[src/rtl/debug_command_parser.sv]
// ASCII hex command parser between uart_rx and the PID core / autotuner / debug_output.
// Accepts <letter>[4 hex]<CR|LF> and drives registered control values and one-cycle request pulses.
module debug_command_parser #(
    parameter logic [15:0] KP_DEFAULT       = 16'h0100,
    parameter logic [15:0] KI_DEFAULT       = 16'h0010,
    parameter logic [15:0] KD_DEFAULT       = 16'h0000,
    parameter logic [15:0] SETPOINT_DEFAULT = 16'h0000,
    parameter int unsigned TIMEOUT_CYCLES   = 2_700_000
) (
    input  logic        clk,
    input  logic        reset,
    input  logic        rx_valid,
    input  logic [7:0]  rx_char,
    input  logic        tuning_busy,
    input  logic        tuned_valid,
    input  logic [15:0] tuned_kp,
    input  logic [15:0] tuned_ki,
    input  logic [15:0] tuned_kd,
    output logic [15:0] setpoint,
    output logic [15:0] kp,
    output logic [15:0] ki,
    output logic [15:0] kd,
    output logic        sim_mode,
    output logic        send_telemetry,
    output logic        tune_start,
    output logic        cmd_ok,
    output logic        cmd_err,
    output logic [2:0]  err_code
);

    localparam int unsigned GW = $clog2(TIMEOUT_CYCLES + 1);
    localparam logic [GW-1:0] GAP_LIMIT = GW'(TIMEOUT_CYCLES);

    typedef enum logic [1:0] {IDLE, GET_HEX, WAIT_EOL, DISCARD} state_t;
    typedef enum logic [2:0] {CMD_S, CMD_P, CMD_I, CMD_D, CMD_M, CMD_T, CMD_A} cmd_t;

    state_t        state_q, state_d;
    cmd_t          cmd_q, cmd_d, letter_cmd;
    logic [15:0]   acc_q, acc_d;
    logic [2:0]    cnt_q, cnt_d;
    logic [GW-1:0] gap_q, gap_d;

    logic [15:0] setpoint_d, kp_d, ki_d, kd_d;
    logic        sim_mode_d, send_telemetry_d, tune_start_d, cmd_ok_d, cmd_err_d;
    logic [2:0]  err_code_d;

    logic        is_eol, hex_ok, letter_ok, timeout;
    logic [3:0]  hex_nib;
    logic [7:0]  upper;

    always_comb begin
        is_eol  = (rx_char == 8'h0D) || (rx_char == 8'h0A);
        hex_ok  = 1'b1;
        hex_nib = '0;
        if (rx_char >= "0" && rx_char <= "9")      hex_nib = 4'(rx_char - 8'h30);
        else if (rx_char >= "A" && rx_char <= "F") hex_nib = 4'(rx_char - 8'h37);
        else if (rx_char >= "a" && rx_char <= "f") hex_nib = 4'(rx_char - 8'h57);
        else                                        hex_ok  = 1'b0;

        // Clearing bit 5 folds lower-case letters onto upper-case; no non-letter maps onto a command letter.
        upper      = rx_char & 8'hDF;
        letter_ok  = 1'b1;
        letter_cmd = CMD_S;
        case (upper)
            "S":     letter_cmd = CMD_S;
            "P":     letter_cmd = CMD_P;
            "I":     letter_cmd = CMD_I;
            "D":     letter_cmd = CMD_D;
            "M":     letter_cmd = CMD_M;
            "T":     letter_cmd = CMD_T;
            "A":     letter_cmd = CMD_A;
            default: letter_ok  = 1'b0;
        endcase

        timeout = !rx_valid && (state_q != IDLE) && (gap_q == GAP_LIMIT - GW'(1));
    end

    always_comb begin
        state_d          = state_q;
        cmd_d            = cmd_q;
        acc_d            = acc_q;
        cnt_d            = cnt_q;
        gap_d            = rx_valid ? '0 : ((gap_q == GAP_LIMIT) ? gap_q : gap_q + GW'(1));
        setpoint_d       = setpoint;
        kp_d             = kp;
        ki_d             = ki;
        kd_d             = kd;
        sim_mode_d       = sim_mode;
        send_telemetry_d = 1'b0;
        tune_start_d     = 1'b0;
        cmd_ok_d         = 1'b0;
        cmd_err_d        = 1'b0;
        err_code_d       = err_code;

        if (tuned_valid) begin
            kp_d = tuned_kp;
            ki_d = tuned_ki;
            kd_d = tuned_kd;
        end

        if (timeout) begin
            cmd_err_d  = 1'b1;
            err_code_d = 3'd4;
            state_d    = IDLE;
        end else if (rx_valid) begin
            case (state_q)
                IDLE: begin
                    if (!is_eol) begin
                        if (letter_ok) begin
                            cmd_d   = letter_cmd;
                            acc_d   = '0;
                            cnt_d   = '0;
                            state_d = (letter_cmd == CMD_T || letter_cmd == CMD_A) ? WAIT_EOL : GET_HEX;
                        end else begin
                            cmd_err_d  = 1'b1;
                            err_code_d = 3'd1;
                            state_d    = DISCARD;
                        end
                    end
                end
                GET_HEX: begin
                    if (hex_ok) begin
                        acc_d = {acc_q[11:0], hex_nib};
                        cnt_d = cnt_q + 3'd1;
                        if (cnt_q == 3'd3) state_d = WAIT_EOL;
                    end else if (is_eol) begin
                        cmd_err_d  = 1'b1;
                        err_code_d = 3'd2;
                        state_d    = IDLE;
                    end else begin
                        cmd_err_d  = 1'b1;
                        err_code_d = 3'd3;
                        state_d    = DISCARD;
                    end
                end
                WAIT_EOL: begin
                    if (is_eol) begin
                        state_d  = IDLE;
                        cmd_ok_d = 1'b1;
                        case (cmd_q)
                            CMD_S: setpoint_d = acc_q;
                            CMD_P, CMD_I, CMD_D: begin
                                // A coincident tuned_valid owns the gain registers this cycle.
                                if (tuning_busy || tuned_valid) begin
                                    cmd_ok_d  = 1'b0;
                                    cmd_err_d = 1'b1;
                                end else if (cmd_q == CMD_P) kp_d = acc_q;
                                else if (cmd_q == CMD_I)     ki_d = acc_q;
                                else                         kd_d = acc_q;
                                if (cmd_err_d) err_code_d = 3'd6;
                            end
                            CMD_M: begin
                                if (acc_q > 16'd1) begin
                                    cmd_ok_d   = 1'b0;
                                    cmd_err_d  = 1'b1;
                                    err_code_d = 3'd5;
                                end else sim_mode_d = acc_q[0];
                            end
                            CMD_T: send_telemetry_d = 1'b1;
                            CMD_A: begin
                                if (tuning_busy) begin
                                    cmd_ok_d   = 1'b0;
                                    cmd_err_d  = 1'b1;
                                    err_code_d = 3'd6;
                                end else tune_start_d = 1'b1;
                            end
                            default: cmd_ok_d = 1'b0;
                        endcase
                        if (cmd_ok_d) err_code_d = '0;
                    end else begin
                        cmd_err_d  = 1'b1;
                        err_code_d = 3'd2;
                        state_d    = DISCARD;
                    end
                end
                DISCARD: if (is_eol) state_d = IDLE;
                default: state_d = IDLE;
            endcase
        end
    end

    always_ff @(posedge clk) begin
        if (reset) begin
            state_q        <= IDLE;
            cmd_q          <= CMD_S;
            acc_q          <= '0;
            cnt_q          <= '0;
            gap_q          <= '0;
            setpoint       <= SETPOINT_DEFAULT;
            kp             <= KP_DEFAULT;
            ki             <= KI_DEFAULT;
            kd             <= KD_DEFAULT;
            sim_mode       <= 1'b0;
            send_telemetry <= 1'b0;
            tune_start     <= 1'b0;
            cmd_ok         <= 1'b0;
            cmd_err        <= 1'b0;
            err_code       <= '0;
        end else begin
            state_q        <= state_d;
            cmd_q          <= cmd_d;
            acc_q          <= acc_d;
            cnt_q          <= cnt_d;
            gap_q          <= gap_d;
            setpoint       <= setpoint_d;
            kp             <= kp_d;
            ki             <= ki_d;
            kd             <= kd_d;
            sim_mode       <= sim_mode_d;
            send_telemetry <= send_telemetry_d;
            tune_start     <= tune_start_d;
            cmd_ok         <= cmd_ok_d;
            cmd_err        <= cmd_err_d;
            err_code       <= err_code_d;
        end
    end

endmodule

[config.mk]
export PLATFORM = sky130hd
export DESIGN_NAME = debug_command_parser
export DESIGN_NICKNAME = d
export VERILOG_FILES = /design/src/rtl/debug_command_parser.sv
export SDC_FILE = /design/constraint.sdc
export NUM_CORES = 1
export LEC_CHECK = 0
export BUFFER_PORTS_ARGS = -buffer_cell sky130_fd_sc_hd__buf_2
export CORE_MARGIN = 5
export CORE_UTILIZATION = 55
export CTS_BUF_LIST = sky130_fd_sc_hd__clkbuf_8
export DETAILED_ROUTE_END_ITERATION = 10
export HOLD_SLACK_MARGIN = 0.05
export PLACE_DENSITY = 0.82
export SLEW_MARGIN = 20
export SYNTH_ARGS = -nofsm -noshare
export SYNTH_HDL_FRONTEND = slang
export SYNTH_SLANG_ARGS = --single-unit
[constraint.sdc]
create_clock -name clk -period 2.45 [get_ports clk]
set_input_delay 0.245 -clock clk [delete_from_list [all_inputs] [get_ports clk]]
set_output_delay 0.245 -clock clk [all_outputs]
set_load 0.05 [all_outputs]
; Yosys cells after proc, flatten, opt, wreduce, memory -nomap -nowiden
; Cells that the tools add are included.
[op_classes]
n_reduce_logical = 30
bitwise_logic = 6
addsub = 5
n_eq_ne = 41
n_mux = 88
order_cmp = 7
shifts = 0
multipliers = 0
div = 0
[ops]
columns = op, n
row1 = 16-bit 2-to-1 mux, 29
row2 = 7-bit by 6-bit equality test with 1-bit output (second input constant), 7
row3 = 22-bit equality test (second input constant), 2
row4 = 3-bit 2-to-1 mux, 13
row5 = 16-bit one-hot mux with 2 select lines, 1
row6 = 1-bit 2-to-1 mux, 27
row7 = 22-bit by 1-bit adder with 22-bit output (second input constant), 1
row8 = 6-bit inequality test (second input constant), 3
row9 = 3-bit one-hot mux with 3 select lines, 2
row10 = 3-bit one-hot mux with 6 select lines, 1
row11 = 9-bit AND reduction, 2
row12 = 8-bit by 4-bit equality test with 1-bit output (second input constant), 2
row13 = 8-bit by 7-bit greater-or-equal comparator with 1-bit output (second input constant), 2
row14 = 16-bit by 1-bit > comparator with 1-bit output (second input constant), 1
row15 = 8-bit by 7-bit <= comparator with 1-bit output (second input constant), 2
row16 = 3-bit equality test (second input constant), 5
row17 = 5-bit inequality test (second input constant), 3
row18 = 2-bit 2-to-1 mux, 7
row19 = 4-bit 2-to-1 mux, 3
row20 = 2-bit inequality test (second input constant), 6
row21 = 3-bit inequality test (second input constant), 4
row22 = 6-bit AND reduction, 2
row23 = 5-bit AND reduction, 2
row24 = 3-bit by 2-bit equality test with 1-bit output (second input constant), 3
row25 = other kinds (29), 47
[totals]
mem_bits_ro = 0
output_inout_bits = 72
register_bits = 118
input_bits = 61
elab_cells = 193
ram_bits = 0
latch_bits = 0
mem_count = 0

; Depth between registers and ports, before layout
[logic_depth]
depth_word = 14
mapped_depth = 10
depth_no_buf = 8

; Worst setup path before layout
; No wires, ideal clock.
[synth_path]
path_kind = input port to flip-flop
from = input rx_char[3]
to = register acc_q[12]
path_buffers = 3
stages = 9
path_slack_ns = 0.234
arrival_ns = 2.100
required_time_ns = 2.333
path_cell_list = buf_6 > or3b_4 > nor4_4 > nor3b_1 > or3_1 > buf_6 > nor2b_4 > buf_6 > a22o_1
[synth_between]
elab_chain_len = 7
[synth_rtl]
columns = item, line
row1 = start: declaration, 13  ; input logic [7:0] rx_char,
row2 = 8-bit by 7-bit greater-or-equal comparator with 1-bit output or 8-bit by 7-bit <= comparator with 1-bit output (tied branches), 57  ; else if (rx_char >= "a" && rx_char <= "f") hex_nib = 4'(rx_char - 8'h57);
row3 = 1-bit logical AND, 57
row4 = 1-bit 2-to-1 mux, 57
row5 = 1-bit 2-to-1 mux, 56  ; else if (rx_char >= "A" && rx_char <= "F") hex_nib = 4'(rx_char - 8'h37);
row6 = 1-bit 2-to-1 mux, 55  ; if (rx_char >= "0" && rx_char <= "9") hex_nib = 4'(rx_char - 8'h30);
row7 = 2-bit inequality test (no source line), --
row8 = 6-bit AND reduction (no source line) *, --
row9 = end signal: assignment, 186  ; acc_q <= '0;
row10 = end signal: assignment, 202  ; acc_q <= acc_d;
row11 = end: declaration, 39  ; logic [15:0] acc_q, acc_d;
; Mark *: on every way between the ends. The rest lies on a longest branch, timed or not.
; A chain may end at the register's enable or synchronous reset.

; Final worst setup path
[layout_path]
from = input rx_char[1]
to = register acc_q[3]
[layout_between]
elab_chain_len = 7
[layout_rtl]
columns = item, line
row1 = 8-bit by 7-bit greater-or-equal comparator with 1-bit output or 8-bit by 7-bit <= comparator with 1-bit output (tied branches), 57
row2 = 1-bit logical AND, 57
row3 = 1-bit 2-to-1 mux or 4-bit 2-to-1 mux (tied branches), 57
row4 = 1-bit 2-to-1 mux or 4-bit 2-to-1 mux (tied branches), 56
row5 = 1-bit 2-to-1 mux or 4-bit 2-to-1 mux (tied branches), 55
row6 = 2-bit inequality test (no source line) or 16-bit 2-to-1 mux (tied branches), --
row7 = 6-bit AND reduction (no source line) or 16-bit one-hot mux with 2 select lines (tied branches), --
; Several ways; a longest one is shown, not always the timed one. The select of a mux whose other input is x is not followed.

==> flow_summary.yaml <==
outcome:
  status: "finished clean"
timing:
  fin_setup_tns_ps: 0
  slew_violations: 0
  period_share_pct: 87.6
  rsz0062_at_grt: "false"
  whs_ps: 120
  final_hold_viol_count: 0
  relSlewSlack_pct: 49.0
  fin_ws_ps: 303
  fin_worst_skew_ps: 8.02
  min_period_ps: 2150
  setup_viol: 0
  worstMarginPinSlew_ps: 765
  max_freq_mhz: 466
floorplan:
  fp.dieH_um: 110
  die_area_mm2: 0.0121
  rows: 36
  io_pins: 133
  core-area_mm2: 0.00977
  die_w_um: 110
  start_util_pct: 56.5
worst_setup_path:
  crit_buf_inv: 2
  cp_top_family: "simple AND/OR/NAND/NOR gates"
  cp.required_ps: 2820
  path_class: "input pin to register"
  cp_data_arrival_time_ps: 2510
  r2r_setup_slack_ps: 340
  path_cells: "buf_2 -> inv_1 -> ha_1 -> o21bai_1 -> a21oi_1 -> nor3b_1 -> or3_1 -> or3_1 -> a21oi_1"
  startpoint_type: "input pin"
  slowest_stage: "or3_1"
  max_stage_delay_ps: 530
  crit_path_end_kind: "register"
  path_max_fanout: 9
power_and_ir_drop:
  p_per_area_mw_per_mm2: 629
  vdd_ir_drop_max_v: 0.000320
  p_leak_nw: 3.01
yosys:
  async_reset_ff_share_pct: 0
  synth_edf_count: 0
  synthTopCellsByArea: "dfxtp_1 43%, mux2i_1 9.4%, a211oi_1 6.4%, nor2_1 5.5%, nand2_1 3.5%"
  syn_area_per_cell_um2: 8.98
  synth.yosys.warnings: 0
  seq_area_frac_synth_pct: 42.8
  synth_area_mm2: 0.00552
  synth_top_cell_by_area: "dfxtp_1"
  netlist_instances: 615
  synth_seq_cells: 118
  synthDominantCellAreaShare_pct: 42.8
  ys_types: 56
  synthFlopType: "dfxtp_1"
  syn_nets: 690
grt:
  grt_first_pass_wirelength_mm: 23.0
  antenna_found_initial: 0
  grt_start_max_net_pins: 49
  grt_use_total_pct: 24.5
  grt_pass1_vias: 4819
  grt-ovfl-total: 0
clock_tree:
  cts_buffers: 17
  cts.hold.buffers_added: 0
  clock-sinks: 118
  clock-root-buffer: "clkbuf_8"
  clk_latency_ps: 440
  cts.clk_slew.worst_paths_ps: 70
  cts.repair.resized: 0
  cts_tree: "yes"
  clockBufferDepth: 2
  htreeDepth: 4
  cts_setup_buffers: 0
place:
  numPortBuffers: 132
  dp.cells: 861
  post-place-ws_ps: -117
  hpwl_mm: 10.5
  gp_congestion: 0.931
detailed_routing:
  drt_wl_total_mm: 14.6
  drtIter0Drc: 290
  drc_errors: 0
  firstDrtPassIters: 5
  drtAntennaViolNets: 0
  vias: 5041
  wire_per_inst_um: 16.4
  via_per_inst: 5.65
final_layout:
  n_antenna_cell: 0
  multi_input_comb_area_mm2: 0.00294
  fillers: 786
  synthToLayoutAreaGrowth_pct: 20.9
  layout-drive-gt1-share_pct: 25.3
  fin_cells: 892
  num-nets-final: 822
  final-seq-area_mm2: 0.00236
hold_path:
  hold_class: "input pin to register"
flow_run:
  cap_violations: 0
[worst reg2reg max path, cell delays in order, from the launching register on]
cell and delay [ps]:
dfxtp_1 440, inv_1 90, ha_1 240, buf_4 180, nor3_1 150, and3_1 220, nand3_1 190, nand2b_1 350
nor3_1 120
[placed cells by master, fill, tap and decap left out, types with 6 or more instances in the layout]
cell and n:
buf_2 132, dfxtp_1 118, nor2_1 81, nand2_1 52, mux2i_1 52, a211oi_1 47, a21oi_1 33, buf_4 21
clkbuf_8 18, inv_1 16, xor2_1 16, a22o_1 14, ha_1 14, nand3_1 13, nand2b_1 12, or3_1 11
nor3_1 10, nand4_1 8, nor4_1 8, and3_1 6, nor3b_1 6, o21ai_0 6, clkinv_2 6
[routing by layer]
| metal | track usage, % | share of wire (%) |
|---|---|---|
| met3 | 6.35 | 7.8 |
| met2 | 41.4 | 47 |
| met5 | 0 | 0 |
| met4 | 12.0 | 3.0 |
| met1 | 28.8 | 42 |
[cells by family after synthesis]
group | Yosys count | share of synthesized area [%]
DFF | 118 | 42.8
buffers and inverters | 53 | 4.15
muxes | 55 | 10.0
xor gates and xnor gates | 21 | 3.33
and+or+nand+nor | 234 | 21.4
adders and majority gates | 14 | 3.17
AOI/OAI and AO/OA | 120 | 15.1
[power by group]
| part | internal, W | switching [W] |
|---|---|---|
| registers | 0.00198 | 0.0000360 |
| logic | 0.000215 | 0.000418 |
| clock network | 0.000796 | 0.000754 |
[worst paths after layout]
kind                       startpoint                  endpoint  cells past startpoint
min                             reset  err_code[2]$_SDFFE_PP0P_                      3
max reg2reg   state_q[0]$_SDFFE_PP0P_   state_q[0]$_SDFFE_PP0P_                      8
max                        rx_char[1]     acc_q[3]$_SDFFE_PP0P_                      9
min reg2reg  err_code[2]$_SDFFE_PP0P_  err_code[2]$_SDFFE_PP0P_                      2
[per-stage QoR]
stage          power (W)  area, um^2  util, %
2_1_floorplan    0.00251        5520        -
3_3_place_gp     0.00268        6330     64.8
3_5_place_dp     0.00269        6330     64.8
4_1_cts          0.00422        6670     68.3
5_1_grt          0.00436        6670     68.3
6_report         0.00420        6670     68.3
[layout make-up]
| type | instances | share of cell area, % |
|---|---|---|
| Timing Repair Buffer | 153 | 12.3 |
| Sequential cell | 118 | 35.4 |
| Clock buffer | 18 | 3.71 |
| Tap cell | 133 | 2.49 |
| Inverter | 13 | 0.731 |
| Clock inverter | 13 | 1.41 |
| Multi-Input combinational cell | 444 | 44.0 |
[cells in the mapped netlist, drive strengths merged (3+ instances only)]
library cell  count
nor3             10
o21bai            3
mux2i            52
dfxtp           118
and4              3
clkbuf           32
nor2             81
nand4             8
nand2            52
nand2b           12
xor2             16
nor3b             6
buf               8
nor4             11
and2              4
xnor2             5
a22o             14
o21ai             7
mux2              3
inv              13
ha               14
nor2b             3
nand3            13
or3              11
and3              6
a21oi            33
or3b              3
a211oi           47
[state kept, by name, summed over array words and instances (netlist names)]
register and count:
state_q 2, cmd_err 1, sim_mode 1, err_code 3, tune_start 1, cmd_ok 1, kd 16, ki 16
setpoint 16, cmd_q 3, acc_q 16, send_telemetry 1, kp 16, gap_q 22, cnt_q 3
Note: power is estimated with default switching activity, not from simulation.
